**config.mk**
```make
export PLATFORM = sky130hd
export DESIGN_NAME = mbinit_sb_tx_arbiter
export DESIGN_NICKNAME = d
export VERILOG_FILES = /design/src/rtl/mbinit_sb_pkg.sv /design/src/rtl/mbinit_rr_pick.sv /design/src/rtl/mbinit_sb_tx_arbiter.sv
export SDC_FILE = /design/constraint.sdc
export NUM_CORES = 1
export LEC_CHECK = 0
export CAP_MARGIN = 20
export CELL_PAD_IN_SITES_DETAIL_PLACEMENT = 0
export CELL_PAD_IN_SITES_GLOBAL_PLACEMENT = 1
export CORE_ASPECT_RATIO = 0.5
export CORE_MARGIN = 2
export CORE_UTILIZATION = 48
export CTS_BUF_LIST = sky130_fd_sc_hd__clkbuf_8
export DETAILED_ROUTE_END_ITERATION = 10
export GPL_TIMING_DRIVEN = 0
export HOLD_SLACK_MARGIN = 0.08
export PLACE_DENSITY = 0.86
export SYNTH_ARGS = -nofsm -noshare
export SYNTH_HDL_FRONTEND = slang
export SYNTH_SLANG_ARGS = --single-unit
```
**constraint.sdc**
```tcl
create_clock -name CLK -period 9.6 [get_ports CLK]
set_input_delay 2.88 -clock CLK [delete_from_list [all_inputs] [get_ports CLK]]
set_output_delay 2.88 -clock CLK [all_outputs]
set_load 0.005 [all_outputs]
```
**src/rtl/mbinit_sb_pkg.sv**
```systemverilog
// ---------------------------------------------------------------------------
// mbinit_sb_pkg
//   Shared definitions for the MBINIT sideband TX path:
//     - sideband message codes used by the MBINIT substate requesters
//     - requester id constants (arbiter port index of each substate FSM)
//     - FSM state encoding of the TX arbiter
//     - small helper for wrapping round-robin pointers
// ---------------------------------------------------------------------------
package mbinit_sb_pkg;

  // REPAIRMB sideband message codes
  localparam logic [3:0] MSG_RMB_START_REQ          = 4'b0001;
  localparam logic [3:0] MSG_RMB_START_RESP         = 4'b0010;
  localparam logic [3:0] MSG_RMB_END_REQ            = 4'b0011;
  localparam logic [3:0] MSG_RMB_END_RESP           = 4'b0100;
  localparam logic [3:0] MSG_RMB_APPLY_DEGRADE_REQ  = 4'b0101;
  localparam logic [3:0] MSG_RMB_APPLY_DEGRADE_RESP = 4'b0110;

  // Requester ids: the arbiter port each substate FSM is wired to
  localparam logic [2:0] ID_PARAM      = 3'd0;
  localparam logic [2:0] ID_CAL        = 3'd1;
  localparam logic [2:0] ID_REPAIRCLK  = 3'd2;
  localparam logic [2:0] ID_REPAIRVAL  = 3'd3;
  localparam logic [2:0] ID_REVERSALMB = 3'd4;
  localparam logic [2:0] ID_REPAIRMB   = 3'd5;

  // Arbiter FSM encoding
  localparam int ST_W = 3;
  localparam logic [ST_W-1:0] ST_IDLE      = 3'd0;
  localparam logic [ST_W-1:0] ST_ISSUE     = 3'd1;
  localparam logic [ST_W-1:0] ST_WAIT_ACK  = 3'd2;
  localparam logic [ST_W-1:0] ST_WAIT_DONE = 3'd3;
  localparam logic [ST_W-1:0] ST_COMPLETE  = 3'd4;

  // Next index after id in a ring of num entries
  function automatic int wrap_inc(input int id, input int num);
    return (id >= num - 1) ? 0 : id + 1;
  endfunction

endpackage

```
**src/rtl/mbinit_rr_pick.sv**
```systemverilog
// ---------------------------------------------------------------------------
// mbinit_rr_pick
//   Combinational round-robin select. Returns the first set bit of pending
//   at or after rr_ptr, wrapping from NUM_REQ-1 back to 0.
// Ports
//   pending  in   NUM_REQ  requesters waiting for the sideband
//   rr_ptr   in   ID_W     highest-priority index (must be < NUM_REQ)
//   grant    out  ID_W     selected requester (0 when nothing pending)
//   any      out  1        at least one requester pending
// ---------------------------------------------------------------------------
module mbinit_rr_pick #(
  parameter int NUM_REQ = 6,
  parameter int ID_W    = 3
) (
  input  logic [NUM_REQ-1:0] pending,
  input  logic [ID_W-1:0]    rr_ptr,
  output logic [ID_W-1:0]    grant,
  output logic               any
);

  // Walk the ring from the farthest offset down to rr_ptr itself so the
  // closest set bit is the last one written.
  always_comb begin
    int          sum;
    logic [ID_W-1:0] idx;
    grant = '0;
    any   = |pending;
    sum   = 0;
    idx   = '0;
    for (int k = NUM_REQ - 1; k >= 0; k--) begin
      sum = int'(rr_ptr) + k;
      if (sum >= NUM_REQ) sum = sum - NUM_REQ;
      idx = ID_W'(sum);
      if (pending[idx]) grant = idx;
    end
  end

endmodule

```
**src/rtl/mbinit_sb_tx_arbiter.sv**
```systemverilog
// ---------------------------------------------------------------------------
// mbinit_sb_tx_arbiter
//   Shares the single sideband TX message port among the MBINIT substate
//   FSMs. Each requester's one-cycle pulse is latched (code + info), pending
//   requests are granted round-robin, and the owner sees a busy level until
//   the sideband finishes serialising, then a one-cycle falling-edge pulse.
//   ID_W must satisfy 2**ID_W >= NUM_REQ; ACK_TIMEOUT must be 1..255.
// Ports
//   CLK                  in   clock
//   rst_n                in   async active-low reset
//   i_enable             in   LTSM in MBINIT; low flushes all pending work
//   i_req_valid          in   one-cycle request pulse per requester
//   i_req_msg            in   flattened msg codes, requester i at [i*MSG_W +: MSG_W]
//   i_req_info           in   flattened msg info, same packing
//   i_sb_busy            in   sideband TX serialising
//   o_sb_valid           out  one-cycle issue strobe
//   o_sb_msg/info/src    out  granted message, held until the next issue
//   o_busy               out  per-requester busy level
//   o_falling_edge_busy  out  one-cycle completion pulse to the owner
//   o_drop_err           out  pulse: request arrived while requester busy
//   o_timeout_err        out  pulse: sideband never acknowledged the issue
// ---------------------------------------------------------------------------
module mbinit_sb_tx_arbiter
  import mbinit_sb_pkg::*;
#(
  parameter int NUM_REQ     = 6,
  parameter int MSG_W       = 4,
  parameter int INFO_W      = 3,
  parameter int ID_W        = 3,
  parameter int ACK_TIMEOUT = 64
) (
  input  logic                      CLK,
  input  logic                      rst_n,
  input  logic                      i_enable,
  input  logic [NUM_REQ-1:0]        i_req_valid,
  input  logic [NUM_REQ*MSG_W-1:0]  i_req_msg,
  input  logic [NUM_REQ*INFO_W-1:0] i_req_info,
  input  logic                      i_sb_busy,
  output logic                      o_sb_valid,
  output logic [MSG_W-1:0]          o_sb_msg,
  output logic [INFO_W-1:0]         o_sb_info,
  output logic [ID_W-1:0]           o_sb_src,
  output logic [NUM_REQ-1:0]        o_busy,
  output logic [NUM_REQ-1:0]        o_falling_edge_busy,
  output logic                      o_drop_err,
  output logic                      o_timeout_err
);

  localparam logic [7:0] TIMEOUT_LAST = 8'(ACK_TIMEOUT - 1);

  logic [ST_W-1:0]    state, state_nxt;
  logic [NUM_REQ-1:0] pending, pending_nxt;
  logic [ID_W-1:0]    owner, owner_nxt;
  logic [ID_W-1:0]    rr_ptr, rr_nxt;
  logic [7:0]         ack_cnt, cnt_nxt, cnt_inc;
  logic [MSG_W-1:0]   msg_q  [NUM_REQ];
  logic [INFO_W-1:0]  info_q [NUM_REQ];

  logic [ID_W-1:0]    grant, owner_inc;
  logic               grant_any;
  logic [NUM_REQ-1:0] owner_oh, owner_oh_nxt, complete_oh;
  logic [NUM_REQ-1:0] accept, busy_nxt, feb_nxt;
  logic               issue, drop_nxt, timeout_nxt;

  mbinit_rr_pick #(
    .NUM_REQ (NUM_REQ),
    .ID_W    (ID_W)
  ) u_pick (
    .pending (pending),
    .rr_ptr  (rr_ptr),
    .grant   (grant),
    .any     (grant_any)
  );

  assign owner_inc = ID_W'(wrap_inc(int'(owner), NUM_REQ));
  assign cnt_inc   = (ack_cnt == 8'hFF) ? ack_cnt : ack_cnt + 8'd1;

  always_comb begin
    owner_oh = '0;
    for (int i = 0; i < NUM_REQ; i++) owner_oh[i] = (owner == ID_W'(i));
  end

  // The owner may re-arm itself in its COMPLETE cycle even though its busy
  // level is still high; everyone else busy gets dropped.
  assign complete_oh = owner_oh & {NUM_REQ{state == ST_COMPLETE}};
  assign accept      = {NUM_REQ{i_enable}} & i_req_valid & (~o_busy | complete_oh);
  assign drop_nxt    = i_enable & (|(i_req_valid & o_busy & ~complete_oh));

  always_comb begin
    state_nxt   = state;
    pending_nxt = pending;
    owner_nxt   = owner;
    rr_nxt      = rr_ptr;
    cnt_nxt     = ack_cnt;
    issue       = 1'b0;
    timeout_nxt = 1'b0;
    feb_nxt     = '0;
    if (!i_enable) begin
      state_nxt   = ST_IDLE;
      pending_nxt = '0;
      owner_nxt   = '0;
      cnt_nxt     = '0;
    end else begin
      case (state)
        // Waiting for ~i_sb_busy also lets a message aborted by a flush
        // finish draining before anything new goes out.
        ST_IDLE: begin
          if (grant_any && !i_sb_busy) begin
            state_nxt = ST_ISSUE;
            owner_nxt = grant;
            issue     = 1'b1;
          end
        end
        ST_ISSUE: begin
          state_nxt = ST_WAIT_ACK;
          cnt_nxt   = '0;
        end
        // Fires on the incremented count so the error pulse lands
        // ACK_TIMEOUT cycles after the issue strobe.
        ST_WAIT_ACK: begin
          if (i_sb_busy) begin
            state_nxt = ST_WAIT_DONE;
          end else begin
            cnt_nxt = cnt_inc;
            if (cnt_inc >= TIMEOUT_LAST) begin
              timeout_nxt = 1'b1;
              pending_nxt = pending & ~owner_oh;
              rr_nxt      = owner_inc;
              state_nxt   = ST_IDLE;
            end
          end
        end
        ST_WAIT_DONE: begin
          if (!i_sb_busy) begin
            state_nxt = ST_COMPLETE;
            feb_nxt   = owner_oh;
          end
        end
        ST_COMPLETE: begin
          pending_nxt = pending & ~owner_oh;
          rr_nxt      = owner_inc;
          state_nxt   = ST_IDLE;
        end
        default: state_nxt = ST_IDLE;
      endcase
      // New requests are merged last so a same-cycle re-arm beats the clear.
      pending_nxt = pending_nxt | accept;
    end
  end

  always_comb begin
    owner_oh_nxt = '0;
    for (int i = 0; i < NUM_REQ; i++) owner_oh_nxt[i] = (owner_nxt == ID_W'(i));
  end

  assign busy_nxt = pending_nxt | (owner_oh_nxt & {NUM_REQ{state_nxt != ST_IDLE}});

  always_ff @(posedge CLK or negedge rst_n) begin
    if (!rst_n) begin
      state               <= ST_IDLE;
      pending             <= '0;
      owner               <= '0;
      rr_ptr              <= '0;
      ack_cnt             <= '0;
      o_sb_valid          <= 1'b0;
      o_sb_msg            <= '0;
      o_sb_info           <= '0;
      o_sb_src            <= '0;
      o_busy              <= '0;
      o_falling_edge_busy <= '0;
      o_drop_err          <= 1'b0;
      o_timeout_err       <= 1'b0;
    end else begin
      state               <= state_nxt;
      pending             <= pending_nxt;
      owner               <= owner_nxt;
      rr_ptr              <= rr_nxt;
      ack_cnt             <= cnt_nxt;
      o_sb_valid          <= issue;
      o_busy              <= busy_nxt;
      o_falling_edge_busy <= feb_nxt;
      o_drop_err          <= drop_nxt;
      o_timeout_err       <= timeout_nxt;
      if (issue) begin
        o_sb_msg  <= msg_q[grant];
        o_sb_info <= info_q[grant];
        o_sb_src  <= grant;
      end
    end
  end

  // Payload is captured with the request pulse; requesters need not hold it.
  always_ff @(posedge CLK or negedge rst_n) begin
    if (!rst_n) begin
      for (int i = 0; i < NUM_REQ; i++) begin
        msg_q[i]  <= '0;
        info_q[i] <= '0;
      end
    end else begin
      for (int i = 0; i < NUM_REQ; i++) begin
        if (accept[i]) begin
          msg_q[i]  <= i_req_msg[i*MSG_W +: MSG_W];
          info_q[i] <= i_req_info[i*INFO_W +: INFO_W];
        end
      end
    end
  end

endmodule
```
==> out/results.ini, run 1 <==
[finish]
area_growth_pct = 20.6
n_antenna_cell = 0
final.fill_count = 998
drive_above_1_share_pct = 15.8
stdcell_area_um2 = 6830
fin_nets = 731

[global_routing]
grt_use_total_pct = 25.9
gr-total-overflow = 0
grt_pass1_vias = 4686
antenna_found_initial = 0
grt_pass1_wl_um = 25100
grt_max_degree = 59

[clock_tree]
cts_hold_buf = 0
cts.sinks = 90
post_cts_buffers = 0
root_buffer = clkbuf_8
cts_resized = 0
cts_buffers = 9
htreeDepth = 3
clk_pin_slew_ps = 90
cts_max_path_buffers = 2
insertion_delay_ps = 370
tritoncts = built

[floorplanning]
coreArea_um2 = 11200
io_pins = 77
die_area_um2 = 12700
die_h_um = 80.8
start_util_pct = 50.4
die_w_um = 158
rows = 27

[synth]
synth_xor_area_share_pct = 0.928
synth_common_cells = 90 x dfrtp_1, 46 x mux2_2, 42 x nand2_1
async_reset_ff_share_pct = 100
synth_area_leaders = dfrtp_1 40%, mux2_2 9.1%, o21ai_0 3.4%, ha_1 3.1%, nand2_1 2.8%
synth-seq-cells = 90
synth_top_family_by_area = compound AO/OA/AOI/OAI gates
synthSimpleGateAreaFrac_pct = 15.5
synthAdderAreaFrac_pct = 3.09
synthDistinctLibCells = 79
muxShareOfSynthArea_pct = 12.1
synth_compound_area_share_pct = 23.7
syn_area_per_cell_um2 = 9.82
synth_edf_count = 0
yosysMostFrequentCell = dfrtp_1
synth.largest_area_cell = dfrtp_1
yosysSeqAreaShare_pct = 39.8
ys.flop_type = dfrtp_1
synth_top_cell_area_share_pct = 39.8
ys_warn_count = 0
synth.cell_area_um2 = 5660
synthCells = 577
syn_nets = 643

[route]
avgRoutedWirePerCell_um = 19.3
dr.first_iter.drc_count = 436
viasPerCell = 6.10
via_count = 5059
ant_nets = 0
drc = 0
drtPass1Iterations = 5
routed_wirelength_um = 16000

[pwr]
peakVddDrop_uv = 92.4
p_per_area_nw_per_um2 = 216
leakage_nw = 2.75

[timing]
fin_crit_sh_pct = 55.9
min_period_ps = 5370
drv_slew = 0
worst_slew_pin_slew_ps = 794
setup_viol = 0
rsz0062_at_grt = false
hold_violations = 0
finalClockSkew_ps = 17.9
maxSlewHeadroom_pct = 46.5
max_clock_freq_mhz = 186
whs_ps = 528
tns_ps = 0

[worst_hold_path]
min_path_cells = 2
hp-class = reg2reg
holdPathEnd = o_sb_src[1]
worstHoldStart = o_sb_src[1]

[critical_path]
worstPathRequired_ps = 9870
cp-end-kind = flip-flop
rr_startpoint = rr_ptr[0]
start_kind = primary input
cp.arrival_ps = 5640
crit_type = in2reg
reg2regPathDepth = 13
critPathMaxFanout = 10
regToRegSetupSlack_ps = 5260
reg2reg_to = o_sb_info[2]

[placement]
port-buffer-count = 75
gp_congestion = 0.929
dp.final_hpwl_um = 12300
place_area_um2 = 6640

[run]
maxCapViolCount = 0

[run_status]
outcome = completed

==> power breakdown <==
part	total, mW	switching, mW	internal [mW]
sequential	0.536	0.0714	0.465
clock	0.248	0.149	0.0985
combinational	0.690	0.385	0.305
total	1.47	0.605	0.869
==> worst max-delay path by stage <==
stage	start	slack, ps	cells after the start	endpoint
floorplan	i_sb_busy	4980	10	o_sb_info[0]
global placement	rst_n	2320	1	info_q[7]
detailed placement	i_sb_busy	3970	11	o_sb_info[1]
CTS	i_sb_busy	4310	11	o_sb_info[1]
global route	i_sb_busy	4050	11	o_sb_info[1]
finish	i_sb_busy	4230	11	o_sb_info[1]
==> kinds of logic after synthesis <==
logic type                 Yosys count
AOI/OAI and AO/OA                  185
xor gates and xnor gates             6
adders and majority gates           14
buffers and inverters               54
DFF                                 90
muxes                               58
and+or+nand+nor                    170
==> registers in the layout, summed over array words and instances, names as in the netlist, 3 cells and up <==
| register | count |
|---|---|
| msg_q | 24 |
| info_q | 18 |
| owner | 3 |
| state | 3 |
| ack_cnt | 8 |
| o_sb_src | 3 |
| o_sb_msg | 4 |
| rr_ptr | 3 |
| o_sb_info | 3 |
| o_busy | 6 |
| pending | 6 |
| o_falling_edge_busy | 6 |
==> placed cells by master (no fill, tap or decap), types with 10 or more instances in the layout <==
cell              n
clkbuf_1         15
nor3_1           13
o211ai_1         17
a31oi_1          11
nand2b_1         14
or3_1            12
inv_1            22
dfrtp_1          90
clkdlybuf4s50_1  74
nor2_1           36
nand3_1          10
a21oi_1          21
o21ai_0          38
a211oi_1         10
nand2_1          42
ha_1             14
mux2_2           46
==> stage by stage <==
stage	worst slack, ps	total power, mW	util, %	instances
global placement	2320	1.20	58.8	811
finish	4230	1.47	60.7	829
global route	4050	1.56	60.7	829
detailed placement	3970	1.21	59.0	812
CTS	4310	1.47	60.6	828
floorplan	4980	0.970	-	577
==> area by class of cell <==
type / instances / area (um2) / share of cell area [%]
timing repair buffer: 77 / 783 / 11.5
clock buffer: 9 / 124 / 1.81
multi-input combinational: 433 / 3130 / 45.8
inverter: 23 / 86.3 / 1.26
tap: 159 / 199 / 2.91
sequential: 90 / 2250 / 33.0
clock inverter: 7 / 60.1 / 0.879
buffer: 31 / 196 / 2.88
==> critical path: stages <==
cell and delay, ps:
clkdlybuf4s50_1 480, a21oi_1 220, and2_1 190, clkbuf_1 230, nand2_1 190, inv_1 160
clkbuf_1 400, nor2_1 220, a2111oi_0 330, o221ai_1 210, o311ai_1 130
==> layer usage <==
layer,GRT usage [%],vias to the layer above,routed length [um]
met5,3.17,-,0
met1,39.9,2517,7850
li1,-,2352,-
met3,5.39,12,1140
met2,37.5,178,6850
met4,4.82,0,125
Power figures use the tool's default switching activity.
==> run 2, diff against run 1 <==
--- a/config.mk
+++ b/config.mk
@@ -10,12 +10,12 @@
 export CELL_PAD_IN_SITES_GLOBAL_PLACEMENT = 1
 export CORE_ASPECT_RATIO = 0.5
 export CORE_MARGIN = 2
-export CORE_UTILIZATION = 48
+export CORE_UTILIZATION = 44
 export CTS_BUF_LIST = sky130_fd_sc_hd__clkbuf_8
 export DETAILED_ROUTE_END_ITERATION = 10
 export GPL_TIMING_DRIVEN = 0
 export HOLD_SLACK_MARGIN = 0.08
-export PLACE_DENSITY = 0.86
+export PLACE_DENSITY = 0.8
 export SYNTH_ARGS = -nofsm -noshare
 export SYNTH_HDL_FRONTEND = slang
 export SYNTH_SLANG_ARGS = --single-unit
==> constraint.sdc (replaced) <==
create_clock -name CLK -period 5.05 [get_ports CLK]
set_input_delay 1.515 -clock CLK [delete_from_list [all_inputs] [get_ports CLK]]
set_output_delay 1.515 -clock CLK [all_outputs]
set_load 0.005 [all_outputs]
==> run 2 against run 1 <==
Global-route usage down 3.0 points. Wire length down 2.2%. Core utilization down 6.4 points. Sequential share of layout area down 0.14 points. Die area up 8.7%. Clock-buffer cell count up 1. Critical path type is now reg2reg. Largest power group unchanged.
==> out/results.ini, run 2 (synthesized netlist as in run 1, its figures left out) <==
[timing]
min_period_ps = 4250
whs_ps = 521  ; -6.79 ps
rsz0062_at_grt = false
drv_slew = 0  ; unchanged
tns_ps = 0  ; unchanged
max_clock_freq_mhz = 235
setup_viol = 0  ; unchanged
maxSlewHeadroom_pct = 47.8  ; +1.3 points
hold_violations = 0  ; unchanged
finalClockSkew_ps = 11.0  ; -6.94 ps
worst_slew_pin_slew_ps = 782  ; -12.2 ps
fin_crit_sh_pct = 84.2

[global_routing]
grt_pass1_vias = 4654  ; -0.68%
antenna_found_initial = 0  ; unchanged
grt_pass1_wl_um = 24700  ; -1.2%
gr-total-overflow = 0  ; unchanged
grt_max_degree = 70  ; +19%
grt_use_total_pct = 23.0  ; -3.0 points

[finish]
largest_reg_flops = 24  ; unchanged
fin_nets = 731  ; unchanged
fin_util_pct = 54.3  ; -6.4 points
final.fill_count = 1195  ; +20%
regMostFlops = msg_q
drive_above_1_share_pct = 15.7  ; -0.15 points
final_cell_mix = 90 x dfrtp_1, 74 x clkdlybuf4s50_1, 46 x mux2_2, 42 x nand2_1, 38 x o21ai_0
area_growth_pct = 21.1
n_antenna_cell = 0  ; unchanged
final_common_cell = dfrtp_1
reg_top3 = msg_q (24), info_q (18), ack_cnt (8)

[clock_tree]
cts_hold_buf = 0  ; unchanged
htreeDepth = 3  ; unchanged
insertion_delay_ps = 370  ; about the same
post_cts_buffers = 0  ; unchanged
cts.sinks = 90  ; unchanged
cts_max_path_buffers = 2  ; unchanged
tritoncts = built
root_buffer = clkbuf_8
clk_pin_slew_ps = 90  ; about the same
cts_buffers = 9  ; unchanged
cts_resized = 0  ; unchanged

[route]
drtPass1Iterations = 5  ; unchanged
via_count = 4930  ; -2.5%
ant_nets = 0  ; unchanged
viasPerCell = 5.87  ; -3.8%
dr.first_iter.drc_count = 356  ; -18%
drc = 0  ; unchanged
avgRoutedWirePerCell_um = 18.6  ; -3.5%
routed_wirelength_um = 15600  ; -2.2%

[floorplanning]
die_area_um2 = 13900  ; +8.7%
rows = 29  ; +7.4%
die_h_um = 84.2  ; +4.2%
coreArea_um2 = 12600  ; +12%
start_util_pct = 44.9  ; -5.5 points
io_pins = 77  ; unchanged
die_w_um = 164  ; +4.3%

[run_status]
outcome = completed

[pwr]
leakage_nw = 2.76  ; +0.49%
clockPowerShare_pct = 18.1  ; +1.3 points
total_switching_power_mw = 1.12  ; +86%
p_int_mw = 1.71  ; +96%
p_per_area_nw_per_um2 = 413  ; +91%
combPwrFrac_pct = 45.9  ; -0.9 points
seqPwrFrac_pct = 36.0  ; -0.4 points
peakVddDrop_uv = 154  ; +67%
switching_share_pct = 39.7  ; -1.3 points
total_power_mw = 2.83  ; +92%

[worst_hold_path]
min_path_cells = 1  ; -1
holdPathEnd = msg_q[6]
worstHoldStart = msg_q[6]
hp-class = reg2reg

[critical_path]
cp-end-kind = flip-flop
start_kind = flip-flop
reg2regPathDepth = 13  ; unchanged
worstPathRequired_ps = 5270  ; -4600 ps
reg2reg_to = o_sb_msg[3]
cp.arrival_ps = 4480  ; -1160 ps
regToRegSetupSlack_ps = 800  ; -4460 ps
crit_type = reg2reg
critPathMaxFanout = 10  ; unchanged
rr_startpoint = rr_ptr[0]

[placement]
gp_congestion = 0.919  ; -1.1%
port-buffer-count = 75  ; unchanged
dp.final_hpwl_um = 11800  ; -3.8%

[run]
maxCapViolCount = 0  ; unchanged

## run 2: changes by cell type in the layout (fill, tap and decap cells not counted), sizes merged
cell      change
buf           +1
bufinv        +1
clkinv        -1
clkinvlp      -1
## run 2: per-stage QoR
stage | instances | cell area (um2) | setup WS [ps]
floorplan | 577 | 5660 | 1690
global placement | 822 | 6630 | -928
detailed placement | 823 | 6650 | 583
CTS | 839 | 6850 | 543
global route | 840 | 6860 | 490
finish | 840 | 6860 | 797
## run 2: worst max-delay path by stage
stage,endpoint,slack (ps),from,depth (start not counted)
6_report,o_sb_msg[3],800,rr_ptr[0],13
5_1_grt,o_sb_msg[3],490,rr_ptr[0],13
4_1_cts,o_busy[3],540,rr_ptr[0],14
3_5_place_dp,o_busy[3],580,rr_ptr[0],14
3_3_place_gp,info_q[7],-930,rst_n,1
2_1_floorplan,o_busy[3],1690,rr_ptr[0],15
## run 2: cell type report
cell class	instances	area [um2]	area share [%]
buffer	31	196	2.86
sequential	90	2250	32.8
clock inverter	6	63.8	0.930
timing repair buffer	77	781	11.4
tap	170	213	3.10
clock buffer	10	138	2.01
multi-input combinational	433	3130	45.6
inverter	23	86.3	1.26
## run 2: worst max-delay path, stage by stage (launching register included)
cell and delay (ps):
dfrtp_1 430, buf_6 170, buf_8 160, inv_1 70
buf_6 150, ha_1 330, buf_4 180, clkbuf_1 240
a311oi_1 550, o211ai_1 220, o21ai_1 570, nand3_1 480
o211ai_1 460, o311ai_1 120
## run 2: metal layers
metal  track usage, %  vias up  routed length (um)
li1                 -     2352                   -
met3             5.43        7                1080
met5                0        -                   0
met2             33.1      147                6580
met4             3.40        0                  58
met1             35.6     2424                7900
## run 2: power groups by stage
stage	Clock, mW	Sequential [mW]	Combinational, mW
detailed placement	0	1.03	1.27
global placement	0	1.03	1.25
floorplan	0	0.988	0.855
CTS	0.530	1.02	1.27
global route	0.560	1.04	1.41
finish	0.513	1.02	1.30
